`src/rtl/crc_mem_scrub_ctrl_pkg.sv`:
```
//==============================================================================
// Module : crc_scrub_pkg
// Brief  : Shared types and default constants for the MEM1 scrub controller.
// Rev    : 1.0
//==============================================================================
`default_nettype none

package crc_scrub_pkg;

   typedef enum logic [1:0] {
      IDLE      = 2'd0,
      SCRUB_RD  = 2'd1,
      SCRUB_CHK = 2'd2,
      SCRUB_WB  = 2'd3
   } scrub_state_t;

   typedef enum logic {
      OWN_HOST  = 1'b0,
      OWN_SCRUB = 1'b1
   } owner_t;

   localparam int c_DEF_SCRUB_INTERVAL = 64;
   localparam int c_DEF_STARVE_LIMIT   = 16;

endpackage

`default_nettype wire

```
`src/rtl/crc_mem_scrub_ctrl_if.sv`:
```
//==============================================================================
// Module : crc_mem_scrub_ctrl_if
// Brief  : Host, memory and status signals of the MEM1 scrub controller.
// Rev    : 1.0
//==============================================================================
`default_nettype none

interface crc_mem_scrub_ctrl_if #(
   parameter int AW    = 8,
   parameter int DW    = 32,
   parameter int CNT_W = 8
);
   logic             host_req;
   logic             host_wr;
   logic [AW-1:0]    host_addr;
   logic [DW-1:0]    host_wdata;
   logic             host_gnt;
   logic             host_rvalid;
   logic [DW-1:0]    host_rdata;
   logic             host_rerr;
   logic             mem_wr;
   logic [AW-1:0]    mem_addr;
   logic [DW-1:0]    mem_wdata;
   logic [DW-1:0]    mem_rdata;
   logic             mem_err_detected;
   logic             mem_err_corrected;
   logic             scrub_en;
   logic             cnt_clr;
   logic [CNT_W-1:0] corr_cnt;
   logic [CNT_W-1:0] uncorr_cnt;
   logic             err_irq;
   logic             scrub_pass_done;

   modport master (
      output host_req, host_wr, host_addr, host_wdata,
      output mem_rdata, mem_err_detected, mem_err_corrected,
      output scrub_en, cnt_clr,
      input  host_gnt, host_rvalid, host_rdata, host_rerr,
      input  mem_wr, mem_addr, mem_wdata,
      input  corr_cnt, uncorr_cnt, err_irq, scrub_pass_done
   );

   modport slave (
      input  host_req, host_wr, host_addr, host_wdata,
      input  mem_rdata, mem_err_detected, mem_err_corrected,
      input  scrub_en, cnt_clr,
      output host_gnt, host_rvalid, host_rdata, host_rerr,
      output mem_wr, mem_addr, mem_wdata,
      output corr_cnt, uncorr_cnt, err_irq, scrub_pass_done
   );
endinterface

`default_nettype wire

```
`src/rtl/crc_mem_scrub_ctrl_err_sat_cnt.sv`:
```
//==============================================================================
// Module : err_sat_cnt
// Brief  : Saturating event counter; a clear in the same cycle as an event
//          leaves a count of one.
// Rev    : 1.0
//==============================================================================
`default_nettype none

module err_sat_cnt #(
   parameter int W = 8
) (
   input  wire logic         clk,
   input  wire logic         rst_n,
   input  wire logic         i_inc,
   input  wire logic         i_clr,
   output logic      [W-1:0] o_cnt
);
   localparam logic [W-1:0] c_MAX = '1;

   logic [W-1:0] r_cnt;

   always_ff @(posedge clk or negedge rst_n) begin
      if (!rst_n) begin
         r_cnt <= '0;
      end else if (i_clr) begin
         r_cnt <= W'(i_inc);
      end else if (i_inc && (r_cnt != c_MAX)) begin
         r_cnt <= r_cnt + 1'b1;
      end
   end

   assign o_cnt = r_cnt;

endmodule

`default_nettype wire

```
`src/rtl/crc_mem_scrub_ctrl.sv`:
```
//==============================================================================
// Module : crc_mem_scrub_ctrl
// Brief  : Arbitrates host accesses against a background scrubber on MEM1,
//          writes back corrected data and tracks ECC error statistics.
// Rev    : 1.0
//==============================================================================
`default_nettype none

module crc_mem_scrub_ctrl
   import crc_scrub_pkg::*;
#(
   parameter int AW             = 8,
   parameter int DW             = 32,
   parameter int SCRUB_INTERVAL = c_DEF_SCRUB_INTERVAL,
   parameter int STARVE_LIMIT   = c_DEF_STARVE_LIMIT,
   parameter int CNT_W          = 8
) (
   input wire logic          clk,
   input wire logic          rst_n,
   crc_mem_scrub_ctrl_if.slave io_bus
);
   localparam int c_IW = (SCRUB_INTERVAL > 1) ? $clog2(SCRUB_INTERVAL) : 1;
   localparam int c_SW = $clog2(STARVE_LIMIT + 1);
   localparam logic [c_IW-1:0] c_IVL_LAST   = c_IW'(SCRUB_INTERVAL - 1);
   localparam logic [c_SW-1:0] c_STARVE_MAX = c_SW'(STARVE_LIMIT);
   localparam logic [AW-1:0]   c_PTR_LAST   = '1;

   scrub_state_t    r_state;
   logic [c_IW-1:0] r_ivl;
   logic [c_SW-1:0] r_starve;
   logic [AW-1:0]   r_scrub_ptr;
   logic [AW-1:0]   r_mem_addr;
   logic [DW-1:0]   r_mem_wdata;
   logic            r_mem_wr;
   logic            r_rd1;
   logic            r_rd2;
   owner_t          r_own1;
   owner_t          r_own2;
   logic            r_pass_done;
   logic            r_irq;

   logic w_idle, w_expired, w_blocked, w_force, w_gnt, w_issue;
   logic w_host_resp, w_corr, w_uncorr, w_chk_wb, w_ptr_adv;

   assign w_idle      = (r_state == IDLE);
   assign w_expired   = (r_ivl == c_IVL_LAST);
   assign w_blocked   = w_idle & io_bus.scrub_en & w_expired;
   assign w_force     = w_blocked & (r_starve == c_STARVE_MAX);
   assign w_gnt       = rst_n & io_bus.host_req & w_idle & ~w_force;
   assign w_issue     = w_blocked & (~io_bus.host_req | w_force);
   assign w_host_resp = r_rd2 & (r_own2 == OWN_HOST);
   assign w_corr      = r_rd2 & io_bus.mem_err_detected & io_bus.mem_err_corrected;
   assign w_uncorr    = r_rd2 & io_bus.mem_err_detected & ~io_bus.mem_err_corrected;
   assign w_chk_wb    = (r_state == SCRUB_CHK) & io_bus.mem_err_detected
                        & io_bus.mem_err_corrected;
   assign w_ptr_adv   = ((r_state == SCRUB_CHK) & ~w_chk_wb) | (r_state == SCRUB_WB);

   always_ff @(posedge clk or negedge rst_n) begin
      if (!rst_n) begin
         r_state     <= IDLE;
         r_ivl       <= '0;
         r_starve    <= '0;
         r_scrub_ptr <= '0;
         r_mem_addr  <= '0;
         r_mem_wdata <= '0;
         r_mem_wr    <= 1'b0;
         r_rd1       <= 1'b0;
         r_rd2       <= 1'b0;
         r_own1      <= OWN_HOST;
         r_own2      <= OWN_HOST;
         r_pass_done <= 1'b0;
         r_irq       <= 1'b0;
      end else begin
         r_mem_wr    <= 1'b0;
         r_rd1       <= 1'b0;
         r_own1      <= OWN_HOST;
         r_rd2       <= r_rd1;
         r_own2      <= r_own1;
         r_pass_done <= 1'b0;

         if (!io_bus.scrub_en || w_issue) begin
            r_ivl <= '0;
         end else if (w_idle && !w_expired) begin
            r_ivl <= r_ivl + 1'b1;
         end

         if (!io_bus.scrub_en || w_issue) begin
            r_starve <= '0;
         end else if (w_blocked && io_bus.host_req) begin
            r_starve <= r_starve + 1'b1;
         end

         case (r_state)
            IDLE: begin
               if (w_issue) begin
                  r_state    <= SCRUB_RD;
                  r_mem_addr <= r_scrub_ptr;
                  r_rd1      <= 1'b1;
                  r_own1     <= OWN_SCRUB;
               end else if (w_gnt) begin
                  r_mem_wr   <= io_bus.host_wr;
                  r_mem_addr <= io_bus.host_addr;
                  r_rd1      <= ~io_bus.host_wr;
                  if (io_bus.host_wr) begin
                     r_mem_wdata <= io_bus.host_wdata;
                  end
               end
            end
            SCRUB_RD: r_state <= SCRUB_CHK;
            SCRUB_CHK: begin
               // Corrected data is written straight back to the scrubbed word
               if (w_chk_wb) begin
                  r_state     <= SCRUB_WB;
                  r_mem_wr    <= 1'b1;
                  r_mem_addr  <= r_scrub_ptr;
                  r_mem_wdata <= io_bus.mem_rdata;
               end else begin
                  r_state <= IDLE;
               end
            end
            SCRUB_WB: r_state <= IDLE;
            default:  r_state <= IDLE;
         endcase

         if (w_ptr_adv) begin
            r_scrub_ptr <= r_scrub_ptr + 1'b1;
            r_pass_done <= (r_scrub_ptr == c_PTR_LAST);
         end

         if (io_bus.cnt_clr) begin
            r_irq <= w_uncorr;
         end else if (w_uncorr) begin
            r_irq <= 1'b1;
         end
      end
   end

   err_sat_cnt #(.W(CNT_W)) u_corr_cnt (
      .clk   (clk),
      .rst_n (rst_n),
      .i_inc (w_corr),
      .i_clr (io_bus.cnt_clr),
      .o_cnt (io_bus.corr_cnt)
   );

   err_sat_cnt #(.W(CNT_W)) u_uncorr_cnt (
      .clk   (clk),
      .rst_n (rst_n),
      .i_inc (w_uncorr),
      .i_clr (io_bus.cnt_clr),
      .o_cnt (io_bus.uncorr_cnt)
   );

   assign io_bus.host_gnt        = w_gnt;
   assign io_bus.host_rvalid     = w_host_resp;
   assign io_bus.host_rdata      = w_host_resp ? io_bus.mem_rdata : '0;
   assign io_bus.host_rerr       = w_host_resp & io_bus.mem_err_detected
                                   & ~io_bus.mem_err_corrected;
   assign io_bus.mem_wr          = r_mem_wr;
   assign io_bus.mem_addr        = r_mem_addr;
   assign io_bus.mem_wdata       = r_mem_wdata;
   assign io_bus.err_irq         = r_irq;
   assign io_bus.scrub_pass_done = r_pass_done;

endmodule

`default_nettype wire

```
`src/flat_wrapper.sv`:
```
// flat-port wrapper written by rule: the top's interface ports become plain ports
module crc_mem_scrub_ctrl_flat import crc_scrub_pkg::*;
#(
   parameter int AW             = 8,
   parameter int DW             = 32,
   parameter int SCRUB_INTERVAL = c_DEF_SCRUB_INTERVAL,
   parameter int STARVE_LIMIT   = c_DEF_STARVE_LIMIT,
   parameter int CNT_W          = 8
)
  (clk, rst_n, io_bus_host_req, io_bus_host_wr, io_bus_host_addr, io_bus_host_wdata, io_bus_mem_rdata, io_bus_mem_err_detected, io_bus_mem_err_corrected, io_bus_scrub_en, io_bus_cnt_clr, io_bus_host_gnt, io_bus_host_rvalid, io_bus_host_rdata, io_bus_host_rerr, io_bus_mem_wr, io_bus_mem_addr, io_bus_mem_wdata, io_bus_corr_cnt, io_bus_uncorr_cnt, io_bus_err_irq, io_bus_scrub_pass_done);
  crc_mem_scrub_ctrl_if #(.AW(AW), .DW(DW), .CNT_W(CNT_W)) io_bus_i ();
  input wire logic clk;
  input wire logic rst_n;
  input wire logic [$bits(io_bus_i.host_req)-1:0] io_bus_host_req;
  input wire logic [$bits(io_bus_i.host_wr)-1:0] io_bus_host_wr;
  input wire logic [$bits(io_bus_i.host_addr)-1:0] io_bus_host_addr;
  input wire logic [$bits(io_bus_i.host_wdata)-1:0] io_bus_host_wdata;
  input wire logic [$bits(io_bus_i.mem_rdata)-1:0] io_bus_mem_rdata;
  input wire logic [$bits(io_bus_i.mem_err_detected)-1:0] io_bus_mem_err_detected;
  input wire logic [$bits(io_bus_i.mem_err_corrected)-1:0] io_bus_mem_err_corrected;
  input wire logic [$bits(io_bus_i.scrub_en)-1:0] io_bus_scrub_en;
  input wire logic [$bits(io_bus_i.cnt_clr)-1:0] io_bus_cnt_clr;
  output wire logic [$bits(io_bus_i.host_gnt)-1:0] io_bus_host_gnt;
  output wire logic [$bits(io_bus_i.host_rvalid)-1:0] io_bus_host_rvalid;
  output wire logic [$bits(io_bus_i.host_rdata)-1:0] io_bus_host_rdata;
  output wire logic [$bits(io_bus_i.host_rerr)-1:0] io_bus_host_rerr;
  output wire logic [$bits(io_bus_i.mem_wr)-1:0] io_bus_mem_wr;
  output wire logic [$bits(io_bus_i.mem_addr)-1:0] io_bus_mem_addr;
  output wire logic [$bits(io_bus_i.mem_wdata)-1:0] io_bus_mem_wdata;
  output wire logic [$bits(io_bus_i.corr_cnt)-1:0] io_bus_corr_cnt;
  output wire logic [$bits(io_bus_i.uncorr_cnt)-1:0] io_bus_uncorr_cnt;
  output wire logic [$bits(io_bus_i.err_irq)-1:0] io_bus_err_irq;
  output wire logic [$bits(io_bus_i.scrub_pass_done)-1:0] io_bus_scrub_pass_done;
  assign io_bus_i.host_req = io_bus_host_req;
  assign io_bus_i.host_wr = io_bus_host_wr;
  assign io_bus_i.host_addr = io_bus_host_addr;
  assign io_bus_i.host_wdata = io_bus_host_wdata;
  assign io_bus_i.mem_rdata = io_bus_mem_rdata;
  assign io_bus_i.mem_err_detected = io_bus_mem_err_detected;
  assign io_bus_i.mem_err_corrected = io_bus_mem_err_corrected;
  assign io_bus_i.scrub_en = io_bus_scrub_en;
  assign io_bus_i.cnt_clr = io_bus_cnt_clr;
  assign io_bus_host_gnt = io_bus_i.host_gnt;
  assign io_bus_host_rvalid = io_bus_i.host_rvalid;
  assign io_bus_host_rdata = io_bus_i.host_rdata;
  assign io_bus_host_rerr = io_bus_i.host_rerr;
  assign io_bus_mem_wr = io_bus_i.mem_wr;
  assign io_bus_mem_addr = io_bus_i.mem_addr;
  assign io_bus_mem_wdata = io_bus_i.mem_wdata;
  assign io_bus_corr_cnt = io_bus_i.corr_cnt;
  assign io_bus_uncorr_cnt = io_bus_i.uncorr_cnt;
  assign io_bus_err_irq = io_bus_i.err_irq;
  assign io_bus_scrub_pass_done = io_bus_i.scrub_pass_done;
  crc_mem_scrub_ctrl #(.AW(AW), .DW(DW), .SCRUB_INTERVAL(SCRUB_INTERVAL), .STARVE_LIMIT(STARVE_LIMIT), .CNT_W(CNT_W)) u_core (.clk(clk), .rst_n(rst_n), .io_bus(io_bus_i));
endmodule
```
`config.mk`:
```
export PLATFORM = sky130hd
export DESIGN_NAME = crc_mem_scrub_ctrl_flat
export DESIGN_NICKNAME = d
export VERILOG_FILES = /design/src/rtl/crc_mem_scrub_ctrl_pkg.sv /design/src/rtl/crc_mem_scrub_ctrl_if.sv /design/src/rtl/crc_mem_scrub_ctrl_err_sat_cnt.sv /design/src/rtl/crc_mem_scrub_ctrl.sv /design/src/flat_wrapper.sv
export SDC_FILE = /design/constraint.sdc
export NUM_CORES = 1
export LEC_CHECK = 0
export CAP_MARGIN = 5
export CELL_PAD_IN_SITES_DETAIL_PLACEMENT = 1
export CELL_PAD_IN_SITES_GLOBAL_PLACEMENT = 1
export CORE_MARGIN = 10
export CORE_UTILIZATION = 33
export CTS_CLUSTER_DIAMETER = 60
export CTS_CLUSTER_SIZE = 14
export DETAILED_ROUTE_END_ITERATION = 8
export PLACE_DENSITY = 0.89
export SYNTH_ARGS = -nofsm -noshare
export SYNTH_HDL_FRONTEND = slang
export SYNTH_HIERARCHICAL = 1
export SYNTH_SLANG_ARGS = --single-unit
```
`constraint.sdc`:
```
create_clock -name clk -period 2.6 [get_ports clk]
set_input_delay 0.39 -clock clk [delete_from_list [all_inputs] [get_ports clk]]
set_output_delay 0.39 -clock clk [all_outputs]
set_load 0.05 [all_outputs]
```
# ---- Yosys cells after proc, flatten, opt, wreduce, memory -nomap -nowiden
# Index checks and enable logic that the tools add are counted.
dict set report op_classes {
  mux 33
  addsub 5
  bitwise 24
  n_eq_ne 14
  reduce_logical 16
}
# op count
set op_table {}
lappend op_table {{$mux 32} 5}
lappend op_table {{$pmux 32 s2} 1}
lappend op_table {{$mux 8} 7}
lappend op_table {{$add 8x1->8 const B} 3}
lappend op_table {{$and 1x1->1} 16}
lappend op_table {{$ne 8x8->1 const B} 2}
lappend op_table {{$pmux 8 s2} 1}
lappend op_table {{$mux 6} 2}
lappend op_table {{$reduce_bool 2->1} 6}
lappend op_table {{$mux 1} 11}
lappend op_table {{$mux 5} 2}
lappend op_table {{$eq 8x8->1 const B} 1}
lappend op_table {{$ne 2x2->1 const B} 4}
lappend op_table {{$pmux 2 s4} 1}
lappend op_table {{$add 6x1->6 const B} 1}
lappend op_table {{$eq 6x6->1 const B} 1}
lappend op_table {{$not 1->1} 6}
lappend op_table {{$add 5x1->5 const B} 1}
lappend op_table {{$eq 5x5->1 const B} 1}
lappend op_table {{$reduce_and 5->1} 1}
lappend op_table {{$eq 2x2->1 const B} 2}
lappend op_table {{$logic_and 1x1->1} 4}
lappend op_table {{$mux 2} 2}
lappend op_table {{$ne 3x3->1 const B} 1}
lappend op_table {{other kinds (8)} 10}
dict set report word_totals {
  register_bits 84
  output_inout_bits 94
  in_bits 80
}

# ---- Depth between registers and ports, before layout
# Gate-level depths: netlist of the first run.
dict set report depth {
  depth_word 9
  depth_mapped 9
  depth_no_buf 7
}

# ---- Modules after synthesis
# The synthesis of the first run kept the hierarchy.
# module cells_per_inst area_per_inst_um2 instances seq_area_each_um2
set modules_own_cells {}
lappend modules_own_cells {crc_mem_scrub_ctrl 328 3407.0 1 1701.6}
lappend modules_own_cells {err_sat_cnt 47 473.0 2 200.2}

# ---- Worst setup path after synthesis of the first run
# Ideal clock, no wire load.
dict set report synth_path {
  path_kind {flip-flop to output port}
  start {reg u_core.r_own2}
  end {out io_bus_host_rdata[22]}
  stages_incl_launch_ff 4
  arrival_ns 1.697
  path_buffers 1
  slack_ns 0.513
  path_cell_list {dfrtp_1 > nor2b_1 > clkbuf_1 > and2_1}
}
dict set report synth_between {
  elab_chain_len 3
}
# item line
set synth_rtl {}
lappend synth_rtl {{start: declaration} crc_mem_scrub_ctrl.sv:38} ;# owner_t r_own2;
lappend synth_rtl {{start signal: assignment} crc_mem_scrub_ctrl.sv:78} ;# r_own2 <= r_own1;
lappend synth_rtl {{$not 1->1} crc_mem_scrub_ctrl.sv:51} ;# assign w_host_resp = r_rd2 & (r_own2 == OWN_HOST);
lappend synth_rtl {{$and 1x1->1} crc_mem_scrub_ctrl.sv:51}
lappend synth_rtl {{via io_bus_host_rvalid} flat_wrapper.sv:24} ;# output wire logic [$bits(io_bus_i.host_rvalid)-1:0] io_bus_host_rvalid;
lappend synth_rtl {{$mux 32} crc_mem_scrub_ctrl.sv:156} ;# assign io_bus.host_rdata = w_host_resp ? io_bus.mem_rdata : '0;
lappend synth_rtl {{end: declaration} flat_wrapper.sv:25} ;# output wire logic [$bits(io_bus_i.host_rdata)-1:0] io_bus_host_rdata;
# The timed path passes the listed nets, and every way through them passes these cells.

# ---- Worst setup path in the final report of the first run
dict set report layout_path {
  start {reg u_core.r_own2}
  end {out io_bus_host_rdata[3]}
}
dict set report layout_between {
  elab_chain_len 3
}
# item line
set layout_rtl {}
lappend layout_rtl {{$not 1->1} crc_mem_scrub_ctrl.sv:51}
lappend layout_rtl {{$and 1x1->1} crc_mem_scrub_ctrl.sv:51}
lappend layout_rtl {{$mux 32} crc_mem_scrub_ctrl.sv:156}
# Every way passes these cells.

==> summary.txt, run 1 <==
Clock network
  • Count of hold buffers inserted by post-cts repair: 0
  • Cell chosen for the clock root: clkbuf_16
  • Number of buffers created by CTS: 9
  • Clock tree from TritonCTS: done
  • Postcts setup bufs: 0
  • Buffer depth of the longest clock path: 2
  • Count of cells resized by post-cts repair: 3
  • Latest clock arrival within the worst-skew pair: between 0.3 and 0.4 ns
  • H-Tree Depth: 3
  • CTS clock-pin slew for the worst setup and hold paths: 0.06 ns
  • Number of sinks on the clock net: 84

Floorplanning
  • Initial standard-cell utilization of the core: 34.1%
  • Floorplan die width: 135 um
  • # IOs: 174
  • Placeable core region: approximately 0.013 mm^2
  • DIE AREA: approximately 0.018 mm^2
  • Placement Rows: 41
  • Vert. Die Dim: 135 um

Drt
  • DRC violation count after routing: 0
  • Wire length per cell after detailed routing: 20.1 um
  • Pre-Repair DR Iteration Count: 6
  • Average via count per standard cell: 4.98
  • Starting DRC count in detailed routing: 163
  • Detailed-route via count: around 3800
  • Final routed wirelength across all metal layers: 15.4 mm
  • Number of routed nets with antenna violations: 0

Placed design
  • Number of input and output port buffers inserted: 173
  • Gpl congestion: 0.857
  • Half-perimeter wire length after placement: 11.9 mm
  • Worst slack, placed: 0.199 ns
  • Instance area after placement: ~0.0063 mm^2
  • Count of placed standard cells including taps: 753

Final layout
  • Layout filler cell count: roughly 1400
  • Post-Layout Inst Area: about 0.0067 mm^2
  • Top library cells by usage in the layout, fill and taps aside: clkdlybuf4s50_1, dfrtp_1, nand2_1
  • Number of standard cells in the final layout excluding fillers: 769
  • Most common cell after layout, fill and taps aside: clkdlybuf4s50_1
  • Layout area overhead: 54.2%
  • Number of antenna cells inserted: 0
  • Fraction of layout cells with a size suffix above 1: between 10% and 20%
  • Nets: 678

Timing
  • Final period util: 96.4%
  • Minimum setup slack in the final design: 0.0928 ns
  • Largest clock skew in the final design: 0.00574 ns
  • Worst slew pin tran: about 0.76 ns
  • Final max-slew violation count: 0
  • Final period demand of the worst path: 2.51 ns
  • Endpoints failing setup: 0
  • Final total negative setup slack: 0 ns
  • Fin Hold WS: around 0.16 ns
  • Headroom to the max-slew limit: between 40% and 50%
  • RSZ-0062 raised after global routing: no
  • FMAX: 399 MHz
  • Number of hold-slack violations in the final timing report: 0

Critical path
  • Critical Path Sink Type: output pin
  • R2R Path End: u_core/io_bus.mem_addr[3]$_DFFE_PN0P_
  • Origin of the worst setup path: u_core/r_own2$_DFF_PN0_
  • R2R Path Start: u_core/r_starve[0]$_DFFE_PN0P_
  • Required time at the endpoint of the critical path: 2.21 ns
  • Path type of the worst setup path: reg2out
  • Number of cells on the worst reg-to-reg path: 7
  • CP Launch Type: flop
  • Reg2Reg Setup Slack: 0.33 ns
  • Data arrival time at the worst-slack endpoint: about 2.1 ns
  • Critical path peak fanout: 32

Global route
  • Remaining global-route overflow: 0
  • Initial antenna violation count: 0
  • Wire length of the first global-routing pass: between 20 and 25 mm
  • Largest net degree at the start of global routing: 66
  • Number of global-route vias before repair: 4346
  • Overall track demand over capacity in global routing: 16.8%

Synth
  • Mapped Nets: between 500 and 600
  • Netlist area before placement: 0.00435 mm^2
  • Gate count of the mapped netlist: 422
  • Cell type with the largest total area after synthesis: dfrtp_1
  • Post-synthesis sequential area ratio: 48.3%
  • YS warnings: 6
  • Biggest area contributors in the synthesized netlist: dfrtp_1, mux2i_1, and2_1
  • Number of distinct library cells after synthesis: 43
  • Top cell type's share of synthesized area: 48.3%
  • Mean area per synthesized cell: 10.3 um^2
  • Number of register bits inferred by synthesis: 84

Power and ir drop
  • VDD IR-drop max: 0.387 mV
  • Lkg Pwr: 3.45 nW
  • Power density over the cells: 617 mW/mm^2

Job
  • Total of max-cap violations: 0

Hold path
  • Tightest Hold Check Type: in2async

Run status
  • Run status: completed
-- how the worst max path moves through the flow --
stage / endpoint / slack, ns / depth (start not counted)
3_5_place_dp: u_core/io_bus.mem_addr[6]$_DFFE_PN0P_ / 0.20 / 6
4_1_cts: io_bus_host_rdata[17] / 0.02 / 4
3_3_place_gp: u_core/io_bus.mem_addr[6]$_DFFE_PN0P_ / 0.36 / 6
5_1_grt: io_bus_host_rdata[3] / 0.006 / 4
6_report: io_bus_host_rdata[3] / 0.09 / 4
2_1_floorplan: io_bus_host_rdata[22] / 0.51 / 3
-- per-layer routing --
layer	global-route usage [%]	up-vias	share of wire [%]	wire length (um)
li1	-	1816	-	-
met1	18.0	1878	40	6220
met2	30.0	114	52	7960
met3	5.86	25	6.3	966
met4	5.20	0	1.8	280
met5	0	-	0	0
-- power by group --
part / internal [W] / leakage, nW / switching, W
combinational: 0.000412 / 2.17 / 0.000709
clock: 0.000990 / 0.173 / 0.000509
sequential: 0.00144 / 1.10 / 0.0000846
-- stage by stage --
stage,total power (W),util [%]
4_1_cts,0.00420,52.1
2_1_floorplan,0.00214,-
3_5_place_dp,0.00267,49.3
3_3_place_gp,0.00263,49.3
6_report,0.00414,52.6
5_1_grt,0.00432,52.6
-- area by class of cell --
class                      count  area [um^2]  area share [%]
tap                          172          215            3.21
clock inverter                 4         95.1            1.42
inverter                      13         48.8           0.727
timing repair buffer         179         1870            27.9
sequential                    84         2100            31.3
multi-input combinational    305         2130            31.7
clock buffer                  12          256            3.82
-- state kept, by name, summed over array words and instances (netlist names), 2 cells and up --
register and flops:
u_core/u_uncorr_cnt/o_cnt 8, u_core/r_ivl 6, u_core/r_state 2, u_core/u_corr_cnt/o_cnt 8
u_core/r_scrub_ptr 8, u_core/io_bus.mem_wdata 32, u_core/io_bus.mem_addr 8, u_core/r_starve 5
-- critical path: stages (launching register included) --
cell and delay [ns]:
dfrtp_1 0.40, nor2b_2 0.22, buf_12 0.20, and2_1 0.14, clkdlybuf4s50_1 0.80
-- logic make-up after synthesis --
kind of cell	Yosys count	synth area share, %
simple gates	156	19.8
compound gates	75	11.0
mux	53	12.7
buf+inv	33	3.42
flops	84	48.3
xor+xnor	15	3.02
fa+ha+maj	6	1.72
-- cell usage after synthesis (all sizes together) --
library cell  count
dfrtp            84
nand2            49
o21ai            42
mux2i            36
and2             35
mux2             17
nor2             16
inv              13
a21oi            12
buf              11
nand4            11
nand2b           10
clkbuf            9
xnor2             9
nand3             8
and3              6
ha                6
xor2              6
a41oi             4
and4              4
or3               4
and4bb            3
nor3              3
nor3b             3
o31ai             3
a2111oi           2
a211o             2
a211oi            2
a21boi            2
a311oi            2
nor2b             2
o211ai            2
and2b             1
nand3b            1
o21a              1
o41ai             1
Power figures use the tool's default switching activity.
==> inputs of run 2 (changes only) <==
- GPL_TIMING_DRIVEN: not set -> 0
==> run 2 against run 1 <==
  * Core utilization decreased by 0.63 points
  * Sequential share of layout area is 0.38 points higher
  * Global-route usage up 0.49 points
  * Die area unchanged
  * Clock skew is 0.0019 ns higher
  * Critical endpoint is now io_bus_host_rdata[20]
  * Largest power group unchanged
  * Largest cell class unchanged
==> summary.txt, run 2 (synthesis gave the netlist of run 1 again) <==
Global route
  • GRT Max-Usage Layer: met2
  • Largest net degree at the start of global routing: 56
  • Initial antenna violation count: 0
  • Global routing usage on met3: 5.19%
  • Remaining global-route overflow: 0
  • Wire length of the first global-routing pass: ~25 mm
  • Overall track demand over capacity in global routing: 17.3%
  • Number of global-route vias before repair: 4447
  • GR Layer Usage met2: 32.0%
  • Met1 layer usage reported by global route: between 10% and 20%

Critical path
  • Data arrival time at the worst-slack endpoint: 2.11 ns
  • Cells along the critical path: nor2b_2 -> clkbuf_2 -> and2_1 -> dlygate4sd2_1
  • Critical Path Sink Type: output pin
  • Path type of the worst setup path: reg2out
  • Required time at the endpoint of the critical path: 2.21 ns
  • Max stage delay on crit path: ~0.53 ns
  • CP Launch Type: flop
  • Slowest CP cell: dlygate4sd2_1
  • Critical path peak fanout: 10

Clock network
  • H-Tree Depth: 3
  • Number of buffers created by CTS: 9
  • Cell chosen for the clock root: clkbuf_16
  • Number of sinks on the clock net: 84
  • Clock tree from TritonCTS: done
  • Buffer depth of the longest clock path: 2
  • Latest clock arrival within the worst-skew pair: ~0.35 ns
  • CTS clock-pin slew for the worst setup and hold paths: 0.06 ns

Timing
  • Final max-slew violation count: 0
  • Number of hold-slack violations in the final timing report: 0
  • Final period util: 96.3%
  • Headroom to the max-slew limit: slightly above 60%
  • Minimum setup slack in the final design: between 0.09 and 0.1 ns
  • Endpoints failing setup: 0
  • Final period demand of the worst path: 2.50 ns
  • Worst slew pin tran: a little under 0.6 ns
  • FMAX: 399 MHz
  • Largest clock skew in the final design: 0.00761 ns

Run status
  • Run status: completed

Floorplanning
  • Vert. Die Dim: 135 um
  • # IOs: 174
  • Placeable core region: 0.0128 mm^2
  • Initial standard-cell utilization of the core: 34.1%
  • Floorplan die width: 135 um
  • DIE AREA: 0.0182 mm^2
  • Placement Rows: about 40

Final layout
  • Nets: 694
  • Most common cell after layout, fill and taps aside: clkdlybuf4s50_1
  • Number of antenna cells inserted: 0
  • Top library cells by usage in the layout, fill and taps aside: clkdlybuf4s50_1, dfrtp_1, nand2_1
  • Layout area overhead: 52.4%
  • Post-Layout Inst Area: ~0.0066 mm^2
  • Number of standard cells in the final layout excluding fillers: a little under 800
  • Flip-flop count of the largest register after layout: 32
  • Fraction of layout cells with a size suffix above 1: 12.1%

Drt
  • Average via count per standard cell: 5.04
  • Pre-Repair DR Iteration Count: 4
  • DRC violation count after routing: 0
  • Wire length per cell after detailed routing: 20.1 um
  • Detailed-route via count: 3954
  • Starting DRC count in detailed routing: between 200 and 250
  • Number of routed nets with antenna violations: 0
  • Final routed wirelength across all metal layers: 15.8 mm

Placed design
  • Half-perimeter wire length after placement: 12.7 mm
  • Gpl congestion: 0.825
  • Instance area after placement: 0.00632 mm^2
  • Count of placed standard cells including taps: 768
  • Worst slack, placed: -0.197 ns
  • Number of input and output port buffers inserted: 173

Job
  • Total of max-cap violations: 0

Hold path
  • Tightest Hold Check Type: in2async

Power and ir drop
  • Power density over the cells: 604 mW/mm^2
  • Lkg Pwr: ~3 nW
  • VDD IR-drop max: 0.333 mV
## run 2: cell types whose count changed in the layout (fill, tap and decap cells not counted), sizes merged
cell           delta
dlymetal6s2s     -25
buf               +2
clkbuf           +15
bufinv            -2
clkdlybuf4s50     +2
clkdlybuf4s15    +12
dlygate4sd2      +11
clkinvlp          +1
## run 2: worst paths after layout
check	start	to	cells past startpoint	slack, ns
max	u_core/r_rd2$_DFF_PN0_	io_bus_host_rdata[20]	4	0.1
min	rst_n	u_core/u_uncorr_cnt/o_cnt[4]$_DFFE_PN0P_	2	0.01
max reg2reg	u_core/r_starve[0]$_DFFE_PN0P_	u_core/io_bus.mem_addr[1]$_DFFE_PN0P_	7	0.35
min reg2reg	u_core/r_rd1$_DFF_PN0_	u_core/r_rd2$_DFF_PN0_	0	0.35
max in group asynchronous	rst_n	u_core/r_ivl[4]$_DFFE_PN0P_	2	2.29
min in group clk	u_core/r_rd1$_DFF_PN0_	u_core/r_rd2$_DFF_PN0_	0	0.35
## run 2: where the power goes
group | leakage (nW) | switching, W | internal, W
clock network | 0.158 | 0.000526 | 0.000848
registers | 1.10 | 0.0000801 | 0.00143
logic | 1.83 | 0.000711 | 0.000407
total | 3.09 | 0.00132 | 0.00269
## run 2: cell type report
type                    count  area [um^2]
repair buffers            175         1740
inverters                  13         48.8
multi-input cells         305         2100
flip-flops and latches     84         2100
plain buffers              20          104
well taps                 172          215
clock inverters             3         42.5
clock buffers              13          280
fillers                  1408         6140
## run 2: per-stage QoR
stage | hold WS (ns) | total power (W) | setup TNS [ns] | util (%)
2_1_floorplan | 0.0944 | 0.00214 | 0 | -
3_3_place_gp | 0.332 | 0.00263 | -269.60 | 49.3
3_5_place_dp | 0.336 | 0.00267 | -2.98 | 49.5
4_1_cts | 0.00540 | 0.00407 | 0 | 52.0
5_1_grt | 0.0179 | 0.00418 | -0.00306 | 51.9
6_report | 0.0140 | 0.00401 | 0 | 51.9
## run 2: timing repair
action                     in CTS  in global routing
buffers inserted                0                  0
setup endpoints to repair      34                 21
hold endpoints to repair       30                  0
resized for setup              39                 22
cloned                          0                  0
hold buffers                    1                  0
pin swaps                       0                  0
## run 2: routing by layer
metal | wire length (um) | vias to the layer above
met5 | 0 | -
met4 | 226 | 0
met3 | 878 | 15
met2 | 8410 | 105
met1 | 6230 | 1975
li1 | - | 1859
## run 2: critical path, delay by kind of cell, from the launching register on
family	cells	cell delay, ns
buf+inv	2	0.85
simple gates	2	0.53
flops	1	0.38
==> inputs of run 3 (changes only) <==
- RECOVER_POWER: not set -> 100
==> run 3 against run 2 <==
  * The flow now finishes with violations (max-capacitance violations, max-slew violations)
  * Register-to-register slack worse by 0.06 ns
  * Sequential share of layout area is 0.30 points higher
  * Clock skew is 0.00092 ns lower
  * Largest cell class is now registers
  * Combinational power is 4% lower
  * Highest routed layer unchanged
  * Core utilization is 0.48 points lower
  * Total power is 1.3% lower
  * Clock-buffer cell count stayed put
==> summary.txt, run 3 (synthesis gave the netlist of run 1 again) <==
Timing
  • Headroom to the max-slew limit: -9.09%
  • Final period util: a little over nine tenths
  • Final max-slew violation count: 31
  • FMAX: between 300 and 400 MHz
  • Worst slew pin tran: 1.64 ns
  • Final period demand of the worst path: 2.54 ns
  • Number of hold-slack violations in the final timing report: 0
  • Minimum setup slack in the final design: between 0.06 and 0.07 ns
  • Largest clock skew in the final design: 0.00670 ns
  • Endpoints failing setup: 0
  • Fin Hold WS: ~0.15 ns

Final layout
  • Nets: approximately 690
  • Fraction of layout cells with a size suffix above 1: 10.3%
  • Flip-flop count of the largest register after layout: 32
  • Layout area overhead: 51.0%
  • Top library cells by usage in the layout, fill and taps aside: dfrtp_1, clkdlybuf4s50_1, dlygate4sd3_1
  • Final core utilization: 51.5%
  • Most common cell after layout, fill and taps aside: dfrtp_1
  • Number of antenna cells inserted: 0
  • Post-Layout Inst Area: 0.00657 mm^2

Clock network
  • Buffer depth of the longest clock path: 2
  • H-Tree Depth: 3
  • Latest clock arrival within the worst-skew pair: 0.34 ns
  • Clock tree from TritonCTS: done
  • Cell chosen for the clock root: clkbuf_16
  • CTS clock-pin slew for the worst setup and hold paths: roughly 0.060 ns
  • Number of buffers created by CTS: 9
  • Number of sinks on the clock net: 84

Critical path
  • Critical Path Sink Type: output pin
  • Reg2Reg Setup Slack: 0.29 ns
  • CP Launch Type: input pin
  • Data arrival time at the worst-slack endpoint: approximately 2.2 ns
  • Origin of the worst setup path: io_bus_mem_err_detected
  • Critical Path Sink: io_bus_host_rerr
  • Critical path peak fanout: 4
  • R2R Path Start: u_core/r_starve[0]$_DFFE_PN0P_
  • Required time at the endpoint of the critical path: 2.21 ns
  • Path type of the worst setup path: in2out
  • Number of cells on the worst reg-to-reg path: 7
  • R2R Path End: u_core/io_bus.mem_addr[1]$_DFFE_PN0P_

Floorplanning
  • Initial standard-cell utilization of the core: 34.1%
  • Floorplan die width: between 100 and 150 um
  • DIE AREA: approximately 0.018 mm^2
  • # IOs: 174
  • Placeable core region: 0.0128 mm^2
  • Placement Rows: 41
  • Vert. Die Dim: between 100 and 150 um

Run status
  • Failing checks: max-capacitance violations, max-slew violations
  • Run status: finished with violations

Placed design
  • Worst slack, placed: -0.197 ns
  • Half-perimeter wire length after placement: 12.7 mm
  • Instance area after placement: roughly 0.0063 mm^2
  • Gpl congestion: 0.825
  • Number of input and output port buffers inserted: 173

Drt
  • Pre-Repair DR Iteration Count: 4
  • Average via count per standard cell: 5.00
  • Starting DRC count in detailed routing: 217
  • Final routed wirelength across all metal layers: roughly 16 mm
  • Detailed-route via count: roughly 4000
  • Number of routed nets with antenna violations: 0
  • DRC violation count after routing: 0
  • Wire length per cell after detailed routing: 20.0 um

Power and ir drop
  • Lkg Pwr: 3.17 nW
  • Sum of internal, switching and leakage power: around 0.0040 W
  • VDD IR-drop max: roughly 0.33 mV
  • Power density over the cells: 602 mW/mm^2

Global route
  • Overall track demand over capacity in global routing: 17.3%
  • Initial antenna violation count: 0
  • Wire length of the first global-routing pass: 24.8 mm
  • Remaining global-route overflow: 0
  • Number of global-route vias before repair: 4447
  • Largest net degree at the start of global routing: 56

Hold path
  • Tightest Hold Check Type: in2async

Job
  • Total of max-cap violations: 1
-- run 3: cell types whose count changed in the layout (fill, tap and decap cells not counted), moves of 2 or more --
cell             before  now
buf_2                 7    4
clkbuf_2              9   12
dlygate4sd3_1         0   60
nand4_2               2    0
a2111oi_0             0    2
a2111oi_2             2    0
buf_4                 5    2
clkdlybuf4s50_1     141   81
nand4_1               9   11
clkbuf_1              5    9
-- run 3: critical path, cell delays in order --
cell	delay [ns]
dlygate4sd3_1	0.63
nand3b_1	0.16
nor2_1	0.15
clkdlybuf4s50_1	0.82
-- run 3: cell type report --
cell class / instances / area (um^2)
Tap cell: 172 / 215
Buffer: 20 / 96.3
Clock buffer: 13 / 280
Timing Repair Buffer: 175 / 1720
Sequential cell: 84 / 2100
Inverter: 13 / 48.8
Clock inverter: 3 / 42.5
Multi-Input combinational cell: 305 / 2070
Fill cell: 1424 / 6200
-- run 3: timing repair --
item                       in CTS  in global routing
setup endpoints to repair      34                 21
gates cloned                    0                  0
setup buffers                   0                  0
hold buffers                    1                  0
pin swaps                       0                  0
hold endpoints to repair       30                  0
gates resized for setup        39                 22
-- run 3: per-layer routing --
metal | vias to the layer above | GRT usage, % | share of wire [%]
met3 | 14 | 5.19 | 5.5
met1 | 1945 | 18.4 | 40
met5 | - | 0 | 0
met4 | 0 | 4.84 | 1.4
met2 | 108 | 32.0 | 53
li1 | 1858 | - | -
-- run 3: stage by stage --
step           cells  setup TNS, ns
3_5_place_dp     768          -2.98
6_report         785              0
3_3_place_gp     767        -269.60
4_1_cts          785              0
2_1_floorplan    422              0
5_1_grt          785       -0.00306
-- run 3: power breakdown --
part / switching [W] / internal (W) / total, W
clock network: 0.000528 / 0.000848 / 0.00138
registers: 0.0000745 / 0.00143 / 0.00151
logic: 0.000709 / 0.000360 / 0.00107
total: 0.00131 / 0.00264 / 0.00395
-- run 3: worst min-delay path by stage --
stage                                                to  slack, ns              startpoint
6_report         u_core/u_corr_cnt/o_cnt[3]$_DFFE_PN0P_       0.15                   rst_n
5_1_grt          u_core/u_corr_cnt/o_cnt[6]$_DFFE_PN0P_       0.17                   rst_n
4_1_cts        u_core/u_uncorr_cnt/o_cnt[4]$_DFFE_PN0P_      0.005                   rst_n
3_5_place_dp                     u_core/r_rd2$_DFF_PN0_       0.34  u_core/r_rd1$_DFF_PN0_
3_3_place_gp                     u_core/r_rd2$_DFF_PN0_       0.33  u_core/r_rd1$_DFF_PN0_
2_1_floorplan         u_core/io_bus.err_irq$_DFFE_PN0P_       0.09                   rst_n
